## src/rtl/stopwatch_ctrl.sv

```systemverilog
// Front-panel controller: debounces the start/stop and lap/reset buttons and sequences the stopwatch datapath.
// Optional lap freeze of the display is built when STOPWATCH_LAP_EN is defined.
module stopwatch_ctrl #(
    parameter int unsigned DEBOUNCE_CYCLES   = 4,
    parameter int unsigned SYNC_CHECK_CYCLES = 2
) (
    input  logic       clk,
    input  logic       reset,
    input  logic       btn_ss,
    input  logic       btn_lr,
    input  logic [5:0] seconds,
    input  logic [5:0] minutes,
    input  logic       run,
    output logic       sw_start,
    output logic       sw_stop,
    output logic       sw_reset,
    output logic [5:0] disp_seconds,
    output logic [5:0] disp_minutes,
    output logic       lap_active,
    output logic [1:0] state,
    output logic       sync_err
);
    localparam int unsigned CNT_W  = 8;
    localparam int unsigned WAIT_W = 3;
    localparam int unsigned SS     = 0;
    localparam int unsigned LR     = 1;

    typedef enum logic [1:0] {
        S_IDLE    = 2'b00,
        S_RUNNING = 2'b01,
        S_PAUSED  = 2'b10
    } state_e;

    logic [1:0]       sync1_q, sync2_q, vld_q;
    logic [1:0]       level_q, level_d, armed_q, armed_d, press_q, press_d;
    logic [CNT_W-1:0] cnt_q [2];
    logic [CNT_W-1:0] cnt_d [2];

    state_e            state_q;
    logic              start_q, stop_q, reset_cmd_q, sync_err_q;
    logic [WAIT_W-1:0] chk_wait_q;
    logic [5:0]        disp_sec_q, disp_min_q;
`ifdef STOPWATCH_LAP_EN
    logic              lap_active_q;
    logic [5:0]        lap_sec_q, lap_min_q;
`endif

    // A rise only counts as a press once the button has been seen released since reset,
    // so a button held through reset release stays silent until pressed again.
    always_comb begin
        level_d = level_q;
        armed_d = armed_q;
        press_d = '0;
        for (int i = 0; i < 2; i++) begin
            cnt_d[i] = cnt_q[i];
            if (vld_q[1] && !sync2_q[i]) armed_d[i] = 1'b1;
            if (sync2_q[i] == level_q[i]) begin
                cnt_d[i] = '0;
            end else if (cnt_q[i] == CNT_W'(DEBOUNCE_CYCLES - 1)) begin
                cnt_d[i]   = '0;
                level_d[i] = sync2_q[i];
                press_d[i] = sync2_q[i] & armed_q[i];
            end else begin
                cnt_d[i] = cnt_q[i] + CNT_W'(1);
            end
        end
    end

    always_ff @(posedge clk) begin
        if (reset) begin
            sync1_q <= '0;
            sync2_q <= '0;
            vld_q   <= '0;
            level_q <= '0;
            armed_q <= '0;
            press_q <= '0;
            for (int i = 0; i < 2; i++) cnt_q[i] <= '0;
        end else begin
            sync1_q <= {btn_lr, btn_ss};
            sync2_q <= sync1_q;
            vld_q   <= {vld_q[0], 1'b1};
            level_q <= level_d;
            armed_q <= armed_d;
            press_q <= press_d;
            for (int i = 0; i < 2; i++) cnt_q[i] <= cnt_d[i];
        end
    end

    // Command FSM, display register and run/state consistency check.
    always_ff @(posedge clk) begin
        if (reset) begin
            state_q     <= S_IDLE;
            start_q     <= 1'b0;
            stop_q      <= 1'b0;
            reset_cmd_q <= 1'b1;
            sync_err_q  <= 1'b0;
            chk_wait_q  <= WAIT_W'(SYNC_CHECK_CYCLES - 1);
            disp_sec_q  <= '0;
            disp_min_q  <= '0;
`ifdef STOPWATCH_LAP_EN
            lap_active_q <= 1'b0;
            lap_sec_q    <= '0;
            lap_min_q    <= '0;
`endif
        end else begin
            start_q     <= 1'b0;
            stop_q      <= 1'b0;
            reset_cmd_q <= 1'b0;

            if (chk_wait_q != '0) chk_wait_q <= chk_wait_q - WAIT_W'(1);
            else if (run != (state_q == S_RUNNING)) sync_err_q <= 1'b1;

`ifdef STOPWATCH_LAP_EN
            disp_sec_q <= lap_active_q ? lap_sec_q : seconds;
            disp_min_q <= lap_active_q ? lap_min_q : minutes;
`else
            disp_sec_q <= seconds;
            disp_min_q <= minutes;
`endif

            case (state_q)
                S_IDLE: begin
                    if (press_q[SS]) begin
                        start_q    <= 1'b1;
                        state_q    <= S_RUNNING;
                        chk_wait_q <= WAIT_W'(SYNC_CHECK_CYCLES - 1);
                    end else if (press_q[LR]) begin
                        reset_cmd_q <= 1'b1;
                        chk_wait_q  <= WAIT_W'(SYNC_CHECK_CYCLES - 1);
                    end
                end
                S_RUNNING: begin
                    if (press_q[SS]) begin
                        stop_q     <= 1'b1;
                        state_q    <= S_PAUSED;
                        chk_wait_q <= WAIT_W'(SYNC_CHECK_CYCLES - 1);
                    end
`ifdef STOPWATCH_LAP_EN
                    else if (press_q[LR]) begin
                        if (!lap_active_q) begin
                            lap_sec_q    <= seconds;
                            lap_min_q    <= minutes;
                            lap_active_q <= 1'b1;
                        end else begin
                            lap_active_q <= 1'b0;
                        end
                    end
`endif
                end
                S_PAUSED: begin
                    if (press_q[SS]) begin
                        start_q    <= 1'b1;
                        state_q    <= S_RUNNING;
                        chk_wait_q <= WAIT_W'(SYNC_CHECK_CYCLES - 1);
                    end else if (press_q[LR]) begin
                        reset_cmd_q <= 1'b1;
                        state_q     <= S_IDLE;
                        chk_wait_q  <= WAIT_W'(SYNC_CHECK_CYCLES - 1);
`ifdef STOPWATCH_LAP_EN
                        lap_active_q <= 1'b0;
`endif
                    end
                end
                default: state_q <= S_IDLE;
            endcase
        end
    end

    assign sw_start     = start_q;
    assign sw_stop      = stop_q;
    assign sw_reset     = reset_cmd_q;
    assign disp_seconds = disp_sec_q;
    assign disp_minutes = disp_min_q;
    assign state        = state_q;
    assign sync_err     = sync_err_q;
`ifdef STOPWATCH_LAP_EN
    assign lap_active   = lap_active_q;
`else
    assign lap_active   = 1'b0;
`endif

endmodule

```

## config.mk

```make
export PLATFORM = sky130hd
export DESIGN_NAME = stopwatch_ctrl
export DESIGN_NICKNAME = d
export VERILOG_FILES = /design/src/rtl/stopwatch_ctrl.sv
export SDC_FILE = /design/constraint.sdc
export NUM_CORES = 1
export LEC_CHECK = 0
export CORE_ASPECT_RATIO = 1.4
export CORE_MARGIN = 2
export CORE_UTILIZATION = 49
export CTS_CLUSTER_SIZE = 30
export DETAILED_ROUTE_END_ITERATION = 7
export PLACE_DENSITY = 0.83
export SYNTH_ARGS = -nofsm -noshare
export SYNTH_HDL_FRONTEND = slang
export SYNTH_SLANG_ARGS = --single-unit
```

## constraint.sdc

```tcl
create_clock -name clk -period 2.3 [get_ports clk]
set_input_delay 0.23 -clock clk [delete_from_list [all_inputs] [get_ports clk]]
set_output_delay 0.23 -clock clk [all_outputs]
set_load 0.02 [all_outputs]
```

## Word level (Yosys, flattened, before mapping)

Memory sizes are Yosys's and may differ from the RTL's.
Cells that the tools add are included.
W data, S select, Z words.

- $add $sub $neg: 3
- Equal/unequal tests: 10
- Mux-type cells: 24
- Bitwise operators: 11
- Reduce and logical (&&, ||, !) cells: 15

Operator list:

| cell | number |
|---|---|
| $mux W8 | 6 |
| $add A8 B1 Y8 const B | 2 |
| $eq A8 B2 Y1 const B | 2 |
| $mux W3 | 4 |
| $mux W1 | 8 |
| $mux W2 | 4 |
| $not A1 Y1 | 7 |
| $pmux W2 S3 | 1 |
| $pmux W3 S2 | 1 |
| $reduce_and A2 Y1 | 3 |
| $reduce_or A2 Y1 | 3 |
| $reduce_or A3 Y1 | 2 |
| $ne A2 B2 Y1 const B | 2 |
| $ne A3 B3 Y1 const B | 1 |
| $reduce_and A3 Y1 | 1 |
| $reduce_bool A3 Y1 | 1 |
| $sub A3 B1 Y3 const B | 1 |
| $and A1 B1 Y1 | 2 |
| $eq A1 B1 Y1 | 2 |
| $eq A2 B1 Y1 const B | 1 |
| $eq A2 B2 Y1 const B | 1 |
| $logic_and A1 B1 Y1 | 2 |
| $logic_not A1 Y1 | 2 |
| $logic_not A2 Y1 | 1 |
| 2 further kinds | 3 |

- Bits in registers: 33
- Bits in writable memories: 16
- Bits of input ports: 17
- Output and inout port bits: 19
- Word-level logic and storage cells: 82
- Memories: 1

Memory list:

| memory | depth | width | rd ports | clocked after Yosys merged registers in | write ports | line | RTL |
|---|---|---|---|---|---|---|---|
| cnt_q | 2 | 8 | 2 | 0 | 2 | 36 | `logic [CNT_W-1:0] cnt_q [2];` |

## Logic depth before layout (Yosys ltp)

Gate-level depths: netlist of run 1.

- Word-level depth: 5
- Gate-level depth with buffers: 6
- Depth with buffers taken out: 5

## Least setup slack after synthesis of run 1

No wires, ideal clock.

- Kind: register to register
- From: memory cnt_q[0][0]
- To: memory cnt_q[0][2]
- Library setup time: 0.115 ns
- Data arrival time: 1.555 ns
- Data required time: 2.185 ns
- Slack: 0.631 ns
- Cell stages (with the launch flop): 7
- Buffers on the path: 1
- Clock period less this slack: 1.669 ns
- Cells stage by stage: dfxtp_1 ha_1 or4b_1 nor4_2 or3_1 buf_6 nor2_1

RTL lines:

| what | line |
|---|---|
| start: declaration | 36 |

==> impl_results.md, run 1 <==
* Stage delay of the slowest cell on the critical path at between 0.4 and 0.5 ns
* Gr usage total at 0.1631
* Final std cells w/o fill at 251
* Cell types with the largest area share after synthesis: sky130_fd_sc_hd__dfxtp_1, sky130_fd_sc_hd__nor2_1, sky130_fd_sc_hd__nor2b_1
* Highest-count cells in the layout ignoring fill and taps: sky130_fd_sc_hd__dfxtp_1, sky130_fd_sc_hd__clkdlybuf4s50_1, sky130_fd_sc_hd__nor2_1, sky130_fd_sc_hd__nor2b_1, sky130_fd_sc_hd__xor2_1
* Final count of pins violating max slew at 0
* Vert. Die Dim at 74.54 µm
* Series of cell instances along the critical path: ha_1, or4b_1, nor4_2, or3_1, nor2_1
* Maximum operating frequency at 541.6 MHz
* Number of remaining DRC errors at 0
* Inserted Diodes at 0
* Final HPWL from detailed placement at roughly 2000 µm
* Cell taking the most area after synthesis: sky130_fd_sc_hd__dfxtp_1
* Area enclosed by the die boundary at slightly above 4000 µm²
* Post_cts resized at 0
* Critical Path RT at 2.49 ns
* Maximum root-to-sink buffer count at 2
* Setup violations, final at 0
* Remaining global-route overflow at 0
* Drt pass-1 iters at 4
* Post-CTS Setup Bufs at 0
* Syn Area/Cell at between 10 and 15 µm²
* Number of distinct library cell variants in the gate-level netlist after synthesis at 29
* Number of core rows at 25
* Number of global-route vias before repair at 1,129
* Post-synth net total at roughly 190
* Power Density at around 800 nW/µm²
* Worst setup skew after layout at approximately 0.0047 ns
* Cell type of the slowest stage on the worst timing path: sky130_fd_sc_hd__or4b_1
* RSZ-0062 raised after global routing: false
* Yosys top cell area share at 0.5632
* Synthesized cell area at ~1700 µm²
* DP Cell Count at approximately 240
* CTS tree: built
* First-pass GRT wire length at between 4000 and 5000 µm
* Core area at between 3000 and 4000 µm²
* Clock-pin slew of the registers on the worst-case setup and hold paths at approximately 0.08 ns
* Post-route minimum period at ~1.8 ns
* Number of placed I/O pins at 36
* IO buf count at 34
* Sinks on the clock net at 49
* Register area at between 900 and 1000 µm²
* Via-to-Cell Ratio at a little under 5
* Worst vdd ir at around 0.52 mV
* Via count of the routed design at between 1,000 and 1,500
* Drt initial violations at 20
* Wire per inst at between 10 and 15 µm
* H-Tree Depth at 2
* Endpoints failing hold at 0
* Part of the cycle the worst path needs at 0.8027
* Layout Nets at 231
* Result of the run: finished, final reports clean
* PnR Total Power at between 1.5 and 2 mW
* Cell count after synthesis at 172
* Arrival @ worst endpoint at between 2 and 2.5 ns
* Effective utilization at floorplan at 0.5156
* Source-to-sink clock delay at the later pin of the worst-skew pair at between 0.3 and 0.4 ns
* Post-route ant nets at 0
* Worst hold path class: reg2reg
* Class of the most critical setup path: reg2reg
* Sum of negative setup slack at 0 ns
* Total of hold buffers inserted after clock tree synthesis at 0
* Area delta synth->final at 28.16%
* Largest net degree at the start of global routing at 17
* Total wire length at between 2000 and 3000 µm
* Filler Cells Inserted at about 270
* Number of antenna violations at the first check in global routing at 0
* Number of synthesized register bits at between 40 and 50
* Clock root cell: sky130_fd_sc_hd__clkbuf_8
* Max-capacitance violation count at 0
* Fraction of the yosys area taken by sequential cells at 0.5632
* Share of post-route cells with drive strength above 1 at 0.07583
* Startpoint Class: flop
* Chip width at 54.39 µm
* Largest fanout on the critical path at 8
* Footprint of the multi-input gates at roughly 700 µm²
* Gp weighted congestion at 0.7891
* Cts bufs inserted at 5
* Number of warning messages in the yosys log at 0
* Critical Path End Type: flop
* Most common library cell in the layout ignoring fill and taps: sky130_fd_sc_hd__dfxtp_1
* Leak Pwr at between 0.8 and 0.9 nW
==> per-layer routing <==
metal	part of all wire	GRT usage	up-vias
met1	0.38	0.1703	556
met3	0.057	0.06426	6
met5	0	0	-
li1	-	-	629
met2	0.53	0.2637	30
met4	0.030	0.1083	0
==> power breakdown <==
group | switching (mW) | internal, mW
Sequential | 0.0225 | 0.895
Combinational | 0.0991 | 0.110
Clock | 0.282 | 0.325
==> worst max-delay path: cells and delay by family (launching register included) <==
family	cells	cell delay, ns
adder cells (fa/ha/maj)	1	0.24
AND/OR/NAND/NOR	4	1.11
flip-flops	1	0.39
==> worst paths after layout <==
check | start | end | slack (ns) | depth (start not counted)
setup reg to reg | cnt_q[0][0]$_SDFF_PP0_ | cnt_q[0][4]$_SDFF_PP0_ | 0.45 | 5
hold / removal | sync1_q[0]$_SDFF_PP0_ | sync2_q[0]$_SDFF_PP0_ | 0.45 | 1
hold reg to reg | sync1_q[0]$_SDFF_PP0_ | sync2_q[0]$_SDFF_PP0_ | 0.45 | 1
setup / recovery | cnt_q[0][0]$_SDFF_PP0_ | cnt_q[0][4]$_SDFF_PP0_ | 0.45 | 5
==> cell families (layout without fill, tap and decap cells) <==
group           after synthesis  in the layout  share of synthesized area
flops                        49             49                     0.5632
xor+xnor                     16             16                    0.08046
compound gates                6              6                    0.02084
other cells                   1              1                   0.002153
buf+inv                      12             51                    0.03233
fa+ha+maj                     4              4                    0.02874
mux                           4              4                    0.02371
simple gates                 80             80                     0.2486
==> synthesized netlist by cell type (all sizes together) <==
cell / n
mux2i: 3
clkbuf: 3
o21a: 1
dfxtp: 49
xor2: 11
nand3: 10
buf: 2
nor3: 2
and4: 2
a21oi: 4
a2111oi: 1
nor4: 2
inv: 7
conb: 1
and3: 4
nand2: 4
or4b: 2
or3: 1
xnor2: 5
mux2: 1
nor2: 30
nand2b: 4
ha: 4
nand3b: 2
nor2b: 17
==> final cells by class <==
| cell class | instances | area share |
|---|---|---|
| clock buffers | 5 | 0.03083 |
| flip-flops and latches | 49 | 0.4395 |
| multi-input cells | 111 | 0.3156 |
| well taps | 40 | 0.02242 |
| inverters | 7 | 0.01177 |
| repair buffers | 36 | 0.1592 |
| clock inverters | 3 | 0.02074 |
==> state kept, by name (all words and copies together), names as in the netlist <==
register,count
sw_reset,1
sw_start,1
disp_minutes,6
level_q,2
disp_seconds,6
vld_q,2
cnt_q,16
state,2
sync_err,1
sync1_q,2
sw_stop,1
armed_q,2
chk_wait_q,3
press_q,2
sync2_q,2
==> through the flow <==
step           hold slack, ns  cell area, µm²    util  setup WS [ns]
3_3_place_gp           0.4160            2117  0.6267         0.4857
6_report               0.4451            2232  0.6607         0.4537
3_5_place_dp           0.4272            2117  0.6267         0.4395
5_1_grt                0.4535            2232  0.6607         0.2772
4_1_cts                0.4532            2232  0.6607         0.4214
2_1_floorplan          0.3582            1742       -         0.6306
Note: power is estimated with default switching activity, not from simulation.
==> inputs of run 2 (changes only) <==
Settings changed: CORE_UTILIZATION 49 to 45, PLACE_DENSITY 0.83 to 0.8.
Clock period 2.3 ns to 1.5 ns, I/O delays scaled along.
==> impl_results.md, run 2 (synthesis gave the netlist of run 1 again) <==
* Maximum operating frequency at 616.2 MHz (+14%)
* Wire per inst at 10.79 µm (-2.7%)
* Count of cells along the worst register-to-register path at 6 (+1)
* Met2 routed wirelength at 1483 µm (unchanged)
* RSZ-0062 raised after global routing: true
* Sinks on the clock net at 49 (unchanged)
* Filler Cells Inserted at 305 (+11%)
* Number of global-route vias before repair at 1,188 (+5.2%)
* Number of placed I/O pins at 36 (unchanged)
* Drt initial violations at 27 (+35%)
* Clock root cell: sky130_fd_sc_hd__clkbuf_8
* Hold Crit Depth at 2 (+1)
* Remaining global-route overflow at 0 (unchanged)
* Cts bufs inserted at 5 (unchanged)
* Gr usage total at 0.1424 (-0.02078)
* Highest routed metal layer: met4
* Largest net degree at the start of global routing at 16 (-1)
* Endpoints failing hold at 0 (unchanged)
* H-Tree Depth at 2 (unchanged)
* Number of antenna violations at the first check in global routing at 0 (unchanged)
* Via-to-Cell Ratio at 4.771 (-1.9%)
* Final HPWL from detailed placement at 2109 µm (+5.4%)
* Post-route minimum period at 1.623 ns (-0.2234 ns)
* Maximum root-to-sink buffer count at 2 (unchanged)
* Worst vdd ir at 0.9717 mV (+86%)
* Total of hold buffers inserted after clock tree synthesis at 0 (unchanged)
* Layout Nets at 244 (+5.6%)
* Worst setup skew after layout at 0.007063 ns (+0.002384 ns)
* Chip width at 56.58 µm (+4.0%)
* Total met3 wirelength after detailed routing at 162 µm (+2.5%)
* Largest fanout on the critical path at 2 (-6)
* Flip-flop count of the largest register after layout at 16 (unchanged)
* CTS tree: built
* Footprint of the multi-input gates at 769.5 µm² (+9.2%)
* Violated checks: setup timing
* Leak Pwr at 0.9192 nW (+8.3%)
* Part of the cycle the worst path needs at 1.082 (+0.2792)
* Inserted Diodes at 0 (unchanged)
* Worst hold path class: in2reg
* Worst-case hold slack at 0.3876 ns (-0.05746 ns)
* Pre-CTS worst setup slack at -0.1589 ns (-0.5984 ns)
* Register area at 988.4 µm² (+0.77%)
* Result of the run: complete, but fails checks
* Max-capacitance violation count at 0 (unchanged)
* Routed length on met1 at 1169 µm (+10%)
* Power Density at 1046 nW/µm² (+35%)
* Total wire length at 2871 µm (+3.1%)
* Critical Path RT at 1.70 ns (-0.79 ns)
* Area delta synth->final at 36.35%
* Post-layout utilization of the core at 0.6460 (-0.01472)
* Arrival @ worst endpoint at 1.82 ns (-0.22 ns)
* Critical Path End Type: flop
* Clock-pin slew of the registers on the worst-case setup and hold paths at 0.09 ns (about the same)
* Number of remaining DRC errors at 0 (unchanged)
* Register with the most flip-flops: cnt_q
* Post-route ant nets at 0 (unchanged)
* Drt pass-1 iters at 4 (unchanged)
* Effective utilization at floorplan at 0.4738 (-0.04176)
* Core area at 3676 µm² (+8.8%)
* Setup violations, final at 16 (+16)
* Vert. Die Dim at 77.61 µm (+4.1%)
* Share of post-route cells with drive strength above 1 at 0.1741 (+0.09828)
* Non-Filler Cell Area, Final at 2375 µm² (+6.4%)
* Gp weighted congestion at 0.7713 (-2.3%)
* IO buf count at 34 (unchanged)
* Most common library cell in the layout ignoring fill and taps: sky130_fd_sc_hd__dfxtp_1
* Final count of pins violating max slew at 0 (unchanged)
* Startpoint Class: flop
* Highest-count cells in the layout ignoring fill and taps: sky130_fd_sc_hd__dfxtp_1, sky130_fd_sc_hd__clkdlybuf4s50_1, sky130_fd_sc_hd__nor2_1, sky130_fd_sc_hd__nor2b_1, sky130_fd_sc_hd__buf_4
* Area of placed instances at 2267 µm² (+7.1%)
* Source-to-sink clock delay at the later pin of the worst-skew pair at 0.30 ns (about the same)
* Class of the most critical setup path: reg2reg
* Number of core rows at 26 (+4.0%)
* Post-route worst setup slack at -0.1229 ns (-0.5766 ns)
* Via count of the routed design at 1,269 (+3.9%)
* First-pass GRT wire length at 4864 µm (+3.5%)
* Area enclosed by the die boundary at 4391 µm² (+8.3%)
-- run 2: changes by cell type in the layout (fill, tap and decap cells not counted), sizes merged --
cell,delta
clkbuf,+1
clkinvlp,-1
bufinv,-1
dlygate4sd2,+1
buf,+13
inv,+1
clkdlybuf4s50,-1
-- run 2: final cells by class --
type / instances / share of cell area
clock buffers: 6 / 0.03056
clock inverters: 2 / 0.005796
inverters: 7 / 0.01106
multi-input cells: 111 / 0.3240
flip-flops and latches: 49 / 0.4162
well taps: 42 / 0.02213
repair buffers: 49 / 0.1902
-- run 2: per-layer routing --
layer / global-route usage / vias to the layer above
li1: - / 657
met1: 0.1356 / 574
met2: 0.2605 / 32
met3: 0.05167 / 6
met4: 0.07143 / 0
met5: 0 / -
-- run 2: worst paths after layout --
kind | end | start | slack, ns
setup / recovery | level_q[0]$_SDFFE_PP0P_ | cnt_q[0][0]$_SDFF_PP0_ | -0.12
hold / removal | disp_seconds[5]$_SDFF_PP0_ | seconds[5] | 0.39
setup reg to reg | level_q[0]$_SDFFE_PP0P_ | cnt_q[0][0]$_SDFF_PP0_ | -0.12
hold reg to reg | sync2_q[1]$_SDFF_PP0_ | sync1_q[1]$_SDFF_PP0_ | 0.44
-- run 2: metrics by stage --
stage               cells  setup TNS [ns]  total power [mW]
global route          266          -1.523             2.605
CTS                   266         -0.5595             2.524
finish                266         -0.4856             2.484
detailed placement    258          -2.320             1.762
global placement      258          -1.937             1.753
floorplan             172          -1.260             1.635
-- run 2: power by group --
group | total, mW | leakage [nW] | switching (mW) | internal (mW)
sequential | 1.41 | 0.404 | 0.0338 | 1.37
clock | 0.754 | 0.0456 | 0.422 | 0.332
combinational | 0.325 | 0.470 | 0.149 | 0.176
-- run 2: critical path, stage by stage (launching register included) --
cell                      delay, ns
sky130_fd_sc_hd__dfxtp_4       0.36
sky130_fd_sc_hd__ha_4          0.12
sky130_fd_sc_hd__or4b_4        0.46
sky130_fd_sc_hd__nor4_4        0.18
sky130_fd_sc_hd__buf_4         0.16
sky130_fd_sc_hd__mux2i_1       0.18
sky130_fd_sc_hd__nor2_1        0.05
-- run 2: what timing repair did --
item | CTS | global route
gates cloned | 0 | 0
endpoints found under the hold margin | 0 | 0
pin swaps | 9 | 0
buffers inserted | 0 | 0
resized for setup | 4 | 2
setup endpoints to repair | 20 | 18
==> inputs of run 3 (changes only) <==
Settings changed: CAP_MARGIN from default to 20, SLEW_MARGIN from default to 20.
==> results of run 3 <==
The final DEF is identical to that of run 2; final timing and power are the same.
